`src/rtl/spi_bus_scheduler.sv`:
```
// spi_bus_scheduler: round-robin arbiter sharing one SPI byte engine
// between two requesters, with chip-select setup/hold framing.
module spi_bus_scheduler #(
  parameter int CS_SETUP_CYCLES = 4,
  parameter int CS_HOLD_CYCLES  = 4
) (
  input  logic       clk,
  input  logic       rst,
  input  logic [1:0] req,
  input  logic [3:0] req_len0,
  input  logic [3:0] req_len1,
  input  logic [7:0] tx_data0,
  input  logic [7:0] tx_data1,
  output logic [1:0] tx_pop,
  output logic [7:0] rx_data,
  output logic [1:0] rx_valid,
  output logic [1:0] done,
  output logic [1:0] grant,
  output logic [1:0] cs_n,
  output logic [7:0] m_tx_data,
  output logic       m_start,
  input  logic [7:0] m_rx_data,
  input  logic       m_done
);

  localparam int CMAX = (CS_SETUP_CYCLES > CS_HOLD_CYCLES) ?
                        CS_SETUP_CYCLES : CS_HOLD_CYCLES;
  localparam int CW = $clog2(CMAX + 1);
  localparam logic [CW-1:0] SETUP_LAST = CW'(CS_SETUP_CYCLES);
  localparam logic [CW-1:0] HOLD_LAST  = CW'(CS_HOLD_CYCLES - 1);

  typedef enum logic [2:0] {
    IDLE, SETUP, START, WAIT, CAPTURE, HOLD, FINISH
  } state_e;

  state_e        state_q, state_d;
  logic          owner_q;
  logic          last_q;
  logic [3:0]    rem_q;
  logic [CW-1:0] cnt_q;
  logic [7:0]    rx_data_q;
  logic [1:0]    rx_valid_q;
  logic [7:0]    m_tx_data_q;
  logic          pick;
  logic [1:0]    own_oh;

  // On a tie the requester that did not go last wins
  assign pick   = (req == 2'b11) ? ~last_q : req[1];
  assign own_oh = owner_q ? 2'b10 : 2'b01;

  // State register
  always_ff @(posedge clk or posedge rst) begin
    if (rst) state_q <= IDLE;
    else     state_q <= state_d;
  end

  // Next-state logic
  always_comb begin
    state_d = state_q;
    case (state_q)
      IDLE:    if (|req) state_d = SETUP;
      SETUP:   if (cnt_q == SETUP_LAST) state_d = START;
      START:   state_d = WAIT;
      WAIT:    if (m_done) state_d = CAPTURE;
      CAPTURE: state_d = (rem_q != 4'd0) ? START : HOLD;
      HOLD:    if (cnt_q == HOLD_LAST) state_d = FINISH;
      FINISH:  state_d = IDLE;
      default: state_d = IDLE;
    endcase
  end

  // Owner, byte counter, timers and data registers
  always_ff @(posedge clk or posedge rst) begin
    if (rst) begin
      owner_q     <= 1'b0;
      last_q      <= 1'b1;
      rem_q       <= 4'd0;
      cnt_q       <= '0;
      rx_data_q   <= 8'd0;
      rx_valid_q  <= 2'b00;
      m_tx_data_q <= 8'd0;
    end else begin
      rx_valid_q <= (state_q == CAPTURE) ? own_oh : 2'b00;
      if (state_d == START)
        m_tx_data_q <= owner_q ? tx_data1 : tx_data0;
      case (state_q)
        IDLE: begin
          if (|req) begin
            owner_q <= pick;
            rem_q   <= pick ? req_len1 : req_len0;
            cnt_q   <= '0;
          end
        end
        SETUP, HOLD: cnt_q <= cnt_q + 1'b1;
        CAPTURE: begin
          rx_data_q <= m_rx_data;
          cnt_q     <= '0;
          if (rem_q != 4'd0) rem_q <= rem_q - 4'd1;
        end
        FINISH: last_q <= owner_q;
        default: ;
      endcase
    end
  end

  // Moore outputs decoded from state and owner
  always_comb begin
    cs_n    = 2'b11;
    grant   = 2'b00;
    tx_pop  = 2'b00;
    done    = 2'b00;
    m_start = 1'b0;
    if (state_q != IDLE) grant = own_oh;
    case (state_q)
      SETUP, START, WAIT, CAPTURE, HOLD: cs_n = ~own_oh;
      default: ;
    endcase
    if (state_q == START) begin
      m_start = 1'b1;
      tx_pop  = own_oh;
    end
    if (state_q == FINISH) done = own_oh;
  end

  assign rx_data   = rx_data_q;
  assign rx_valid  = rx_valid_q;
  assign m_tx_data = m_tx_data_q;

endmodule

```
`config.mk`:
```
export PLATFORM = sky130hd
export DESIGN_NAME = spi_bus_scheduler
export DESIGN_NICKNAME = d
export VERILOG_FILES = /design/src/rtl/spi_bus_scheduler.sv
export SDC_FILE = /design/constraint.sdc
export NUM_CORES = 1
export LEC_CHECK = 0
export ABC_CLOCK_PERIOD_IN_PS = 4300
export CAP_MARGIN = 5
export CORE_ASPECT_RATIO = 0.75
export CORE_MARGIN = 1.5
export CORE_UTILIZATION = 47
export DETAILED_ROUTE_END_ITERATION = 7
export HOLD_SLACK_MARGIN = 0.1
export MAX_ROUTING_LAYER = met4
export PLACE_DENSITY = 0.85
export SYNTH_ARGS = -nofsm -noshare
export SYNTH_HDL_FRONTEND = slang
export SYNTH_SLANG_ARGS = --single-unit
```
`constraint.sdc`:
```
create_clock -name clk -period 4.3 [get_ports clk]
set_clock_uncertainty 0.2 [all_clocks]
set_input_delay 0.86 -clock clk [delete_from_list [all_inputs] [get_ports clk]]
set_output_delay 0.86 -clock clk [all_outputs]
set_load 0.05 [all_outputs]
```
# Yosys cells after proc, flatten, opt, wreduce, memory -nomap -nowiden
# Cells that the tools add are included.
# totals
ff_bits,30
out_inout_bits,27
# classes
addsub,2
n_eq_ne,12
n_mux,21
n_bitwise,2
reduce_logical,11
# op_table
cell,count
$mux W3,6
$pmux W3 S6,1
$eq A3 B2 Y1 const B,4
$eq A3 B3 Y1 const B,4
$mux W2,6
$mux W4,3
$pmux W3 S3,1
$mux W8,1
$pmux W4 S2,1
$reduce_bool A3 Y1,2
$reduce_or A5 Y1,1
$ne A2 B2 Y1 const B,2
$reduce_and A2 Y1,2
$reduce_bool A4 Y1,1
$reduce_or A2 Y1,2
$sub A4 B1 Y4 const B,1
$add A3 B1 Y3 const B,1
$eq A3 B1 Y1 const B,1
$logic_not A3 Y1,1
$reduce_and A3 Y1,1
$eq A2 B2 Y1 const B,1
$mux W1,2
$not A2 Y2,1
$reduce_bool A2 Y1,1
$not A1 Y1,1

# Depth between registers and ports, before layout
# Gate-level depths: netlist of the first run.
# logic_depth
depth_word,5
ltp_mapped,8
depth_no_buf,7

# Least setup slack after synthesis of the first run
# Ideal clock, no wire load.
# synth_timing
path_type,register -> output
from,register state_q[0]
to,output port tx_pop[0]
arrival_ps,1871
required_time_ps,3240
setup_slack_ps,1369
stages_incl_launch_ff,5
n_path_buf,1
cell_sequence,dfrtp_1 buf_4 nor2_1 and2_1 nor2b_1
# synth_between
elab_chain_cells,2
# synth_lines
element,line_no,source
"start, declared",36,"state_e state_q, state_d;"
"start signal, assigned",54,else state_q <= state_d;
$eq A3 B2 Y1,118,if (state_q == START) begin
$mux W2,118,
"end, declared",14,"output logic [1:0] tx_pop,"
# No other way between the ends.

# Worst setup path after layout of the first run
# layout_timing
from,register state_q[2]
to,output port cs_n[0]
# layout_between
elab_chain_cells,3
elab_cells_between_ends,7
# layout_lines
element,line_no,source
"$eq A3 B3 Y1, or another cell as far along",114,case (state_q)
$reduce_or A5 Y1 (*),114,
$mux W2 (*),114,
"end, declared",19,"output logic [1:0] cs_n,"
# Every way passes the cells marked *; elsewhere a longest branch is shown, timed or not.

==> metrics.txt, run 1 <==
status finished, final reports clean; cell family with most CP delay simple AND/OR/NAND/NOR gates; Pre-antenna DRT Iters 4; Tmin final 3.47 ns; Net Sw Frac 45.8%; Num Clock Sinks 30; CTS root buf clkbuf_8; Yosys reg bits 30; number of fill cells 222; Critical Path RT 3.24 ns; Final ANT Viol Nets 0; worst min path class flop to flop; GR Util met3 8.80%; vias 1,391; Max IR drop VDD 0.495 mV; Slowest-stage cell, CP clkdlybuf4s50_1; Synth cell types 39; slew margin rel. 26.6%; Power Density 824 nW/µm²; crit path cell chain nor3_1 -> or3b_2 -> clkdlybuf4s50_1; most frequent cells in the layout 63 x clkdlybuf4s50_1, 31 x nand2_1, 29 x dfrtp_1, 10 x mux2_2, 8 x mux2_4; commonest non-fill, non-tap cell in the layout clkdlybuf4s50_1; RSZ-0062 raised after global routing no; asr flop ratio synth 100%; Avg Synthesized Cell Area 10.3 µm²; hold endpoint rx_data[5]; r2r worst-path depth 5; Critical path origin state_q[2]; hold_sp rx_data[5]; Reg-to-Reg End m_tx_data[5]; Cells after Synth 157; gpl congestion 0.820; final setup TNS 0 ns; Leak Pwr 1.07 nW; Worst-Margin Slew 1.10 ns; dpl hpwl 2780 µm; final hold vios 0; Synth-to-Final Area Change 46.4%; crit path kind flop to output pin; number of vias per cell 5.35; Logic pwr share 57.1%; Site Rows 18; hold buffers post-CTS 0; Setup crit start kind flop; Clock Latency Late Sink 0.28 ns; register area share after synthesis 46.3%; number of flops mapped to enable cells by yosys 0; drt drc 0; H-tree levels 2; fmax 288 MHz; Die Y 53.9 µm; Multi-input gate area 802 µm²; initial antenna violation count 0; hold path depth 2; final worst slack 0.833 ns; Ports 64; Synth Cell Area 1620 µm²; first-pass GRT wire length 6070 µm; Cell Area, Placed 2260 µm²; Max Cap Violations 0; Main synth FF type dfrtp_1; core area 3290 µm²; TritonCTS buffer count 5; Sequential Power Share 28.0%; Worst Path Arrival 2.41 ns; P_int 1.06 mW; setup slack, reg-to-reg 1.58 ns; post-layout instance area 2380 µm²; CTS tree yes; Post-Route WL 3730 µm; Final Max Slew Viols 0; Setup Fix Bufs, Post-CTS 0; CTS resizes 0; 1st-iter DRT viols 44; Mapped Nets 199; Final setup viols 0; post-DR wirelength/cell 14.3 µm; NumNets Final 261; critical path endpoint category output pin; initial core utilization 49.4%; clock share of power 14.9%; clock buffer depth 2; Worst-path clk slew 0.06 ns; Die W 70.9 µm; layout cell share with drive strength beyond 1 14.5%; PortBufs 63; Sw Pwr 898 µW; GRT Total Usage 22.0%; Place WS 1.12 ns; Slowest Stage Delay on Critical Path 0.79 ns; die footprint 3820 µm²; remaining global-route overflow 0; Reg area 752 µm²; global routing usage on met1 26.1%; crit path max fanout 9; worst r2r src state_q[2]; met2 Track Usage GR 34.4%; Synthesis Warnings 0; Antenna diodes 0; vias in the first global route 1,321; Buf/Inv on CP 1; Final Cycle Share 80.6%; largest net degree at the start of global routing 31; Most Crowded Layer GR met2
==> power groups by stage <==
stage	Combinational [mW]	Sequential, mW	Clock (mW)
6_report	1.12	0.548	0.291
5_1_grt	1.19	0.568	0.313
4_1_cts	1.13	0.547	0.295
3_5_place_dp	1.12	0.549	0
3_3_place_gp	1.09	0.536	0
2_1_floorplan	0.578	0.764	0
==> state kept, by name, summed over array words and instances, names as in the netlist <==
register and flops:
state_q 3, rx_valid 2, owner_q 1, rx_data 8, last_q 1, m_tx_data 8
rem_q 4, cnt_q 3
==> worst max-delay path by stage <==
stage                      endpoint  slack, ns  depth (start not counted)
final                       cs_n[0]       0.83                          3
after global routing        cs_n[0]       0.71                          3
after CTS                   cs_n[0]       0.82                          3
after floorplan           tx_pop[0]       1.37                          4
after global placement      cs_n[0]       1.20                          3
after detailed placement    cs_n[0]       1.12                          3
==> synth_stat cells (2+ instances only) <==
| cell | n | share of area, % |
|---|---|---|
| nand2_1 | 31 | 7.2 |
| dfrtp_1 | 29 | 45 |
| mux2_2 | 10 | 6.9 |
| mux2_4 | 8 | 7.4 |
| inv_1 | 7 | 1.6 |
| nor2_1 | 7 | 1.6 |
| o21ai_0 | 6 | 1.8 |
| a21oi_1 | 5 | 1.5 |
| clkbuf_1 | 5 | 1.2 |
| ha_1 | 5 | 3.9 |
| nor3_1 | 4 | 1.2 |
| nor3b_1 | 4 | 1.8 |
| nor2b_1 | 3 | 1.2 |
| a22o_1 | 2 | 1.1 |
| a22oi_1 | 2 | 0.92 |
| and2_1 | 2 | 0.77 |
| buf_6 | 2 | 1.4 |
| mux2i_1 | 2 | 1.2 |
| nand2b_1 | 2 | 0.77 |
| or3_1 | 2 | 0.77 |
==> cell type report <==
type | instances | area share [%]
clock buffer | 7 | 3.63
sequential | 30 | 31.6
timing repair buffer | 63 | 26.5
clock inverter | 1 | 1.26
tap | 40 | 2.11
inverter | 7 | 1.11
multi-input combinational | 112 | 33.7
==> layer usage <==
layer	vias up	routed length, µm	part of all wire (%)
li1	656	-	-
met1	661	1680	45
met2	65	1630	44
met3	9	354	9.5
met4	0	62	1.7
met5	-	0	0
==> worst register-to-register path, cell delays in order (launching register included) <==
cell and delay, ns:
dfrtp_1 0.54, nor3b_2 0.83, a22oi_2 0.11, nand3_1 0.15, or3_1 0.42, mux2_4 0.35
==> stage by stage <==
stage	std cells	hold WS (ns)	power, mW	utilization (%)
floorplan	157	0.262	1.34	-
global placement	252	0.261	1.63	68.8
detailed placement	252	0.270	1.67	68.8
CTS	260	0.285	1.97	72.3
global route	260	0.316	2.07	72.3
finish	260	0.286	1.96	72.3
==> cells by family after synthesis <==
group	share of synthesized area [%]
simple gates	18.8
flops	46.3
compound gates	10.9
mux	15.6
buf+inv	4.62
fa+ha+maj	3.85
(Power assumes the default switching activity.)
==> inputs of run 2 (changes only) <==
ABC_CLOCK_PERIOD_IN_PS = 2840   (was 4300)
CORE_UTILIZATION = 39   (was 47)
PLACE_DENSITY = 0.75   (was 0.85)
clock period = 2.84 ns   (was 4.3 ns; I/O delays follow)
==> metrics.txt, run 2 (synthesis results as in run 1) <==
initial core utilization 40.3%; Power Density 1260 nW/µm²; PortBufs 63; Post-Route WL 3610 µm; NumNets Final 267; post-DR wirelength/cell 12.8 µm; Final ANT Viol Nets 0; critical path endpoint category output pin; Site Rows 20; slew margin rel. 64.3%; vias in the first global route 1,293; final core occ 61.8%; Antenna diodes 0; Tmin final 2.66 ns; CTS root buf clkbuf_8; worst r2r src rem_q[0]; RSZ-0062 raised after global routing no; initial antenna violation count 0; CTS tree yes; TritonCTS buffer count 5; Clock Latency Late Sink 0.27 ns; Critical Path RT 2.07 ns; final worst slack 0.176 ns; r2r worst-path depth 6; Max IR drop VDD 0.731 mV; first-pass GRT wire length 5880 µm; PnR Total Power 3.14 mW; layout cell share with drive strength beyond 1 19.9%; Die Y 58.9 µm; Place WS 0.0995 ns; crit path max fanout 9; vias 1,328; crit path kind flop to output pin; gpl congestion 0.783; GRT Total Usage 17.1%; Num Clock Sinks 30; largest net degree at the start of global routing 31; Pre-antenna DRT Iters 4; final hold vios 0; hold endpoint rx_data[5]; final setup TNS 0 ns; Setup crit start kind flop; fmax 375 MHz; Max Cap Violations 0; Final Cycle Share 93.8%; hold_sp rx_data[5]; 1st-iter DRT viols 65; Setup Fix Bufs, Post-CTS 0; commonest non-fill, non-tap cell in the layout clkdlybuf4s50_1; dpl hpwl 2660 µm; Ports 64; Synth-to-Final Area Change 53.3%; remaining global-route overflow 0; Die W 77.5 µm; Final Max Slew Viols 0; most frequent cells in the layout 56 x clkdlybuf4s50_1, 31 x nand2_1, 29 x dfrtp_1, 10 x mux2_2, 9 x buf_4; number of vias per cell 4.73; drt drc 0; Worst-Margin Slew 0.535 ns; core area 4030 µm²; die footprint 4560 µm²; H-tree levels 2; clock buffer depth 2; setup slack, reg-to-reg 0.43 ns; status finished, final reports clean; Leak Pwr 1.17 nW; Worst Path Arrival 1.90 ns; Final setup viols 0; hold path depth 2; hold buffers post-CTS 0; worst min path class flop to flop; Worst-path clk slew 0.07 ns; Reg-to-Reg End m_tx_data[3]; Post-Place Cells 273; non-filler cells, final 281
run 2: changes by cell type in the layout (fill, tap and decap cells not counted):
| cell | change |
|---|---|
| buf_12 | +2 |
| nor3_1 | -1 |
| dlymetal6s2s_1 | +2 |
| buf_4 | +9 |
| nor3_2 | +1 |
| clkbuf_1 | -1 |
| bufinv_16 | +1 |
| clkdlybuf4s50_1 | -7 |
run 2: critical path, stage by stage (launching register included):
cell and delay [ns]:
dfrtp_1 0.57, nor3_2 0.12, nor2b_1 0.12, clkdlybuf4s50_1 0.80
run 2: how the worst max path moves through the flow:
stage,cells after the start,from,endpoint,slack [ns]
after floorplan,4,state_q[0],tx_pop[0],0.20
after global placement,6,m_done,m_tx_data[2],0.16
after detailed placement,6,m_done,m_tx_data[2],0.1
after CTS,3,state_q[2],done[0],0.06
after global routing,3,state_q[2],grant[1],0.08
final,3,state_q[2],grant[1],0.18
run 2: area by class of cell:
class / instances / area (µm²)
fill: 349 / 1540
multi-input combinational: 112 / 807
sequential: 30 / 752
timing repair buffer: 69 / 693
clock buffer: 6 / 82.6
tap: 55 / 68.8
clock inverter: 2 / 60.1
inverter: 7 / 26.3
run 2: through the flow:
stage                     hold WS [ns]  area (µm²)
final                            0.277        2490
after CTS                        0.284        2480
after detailed placement         0.269        2340
after global routing             0.297        2490
after global placement           0.262        2340
after floorplan                  0.262        1620
run 2: power breakdown:
part           internal [mW]  total [mW]  switching, mW
Clock                  0.374       0.526          0.152
Sequential             0.631       0.806          0.175
Combinational          0.764        1.81           1.04
run 2: layer usage:
metal	track usage, %	vias to the layer above	part of all wire, %
met2	24.8	48	40
met5	-	-	0
li1	-	669	-
met1	23.8	611	53
met3	5.43	0	7.0
met4	3.12	0	0
run 2: what timing repair did:
item,CTS,global route
endpoints found under the setup margin,0,3
resized for setup,0,3
hold endpoints to repair,0,0
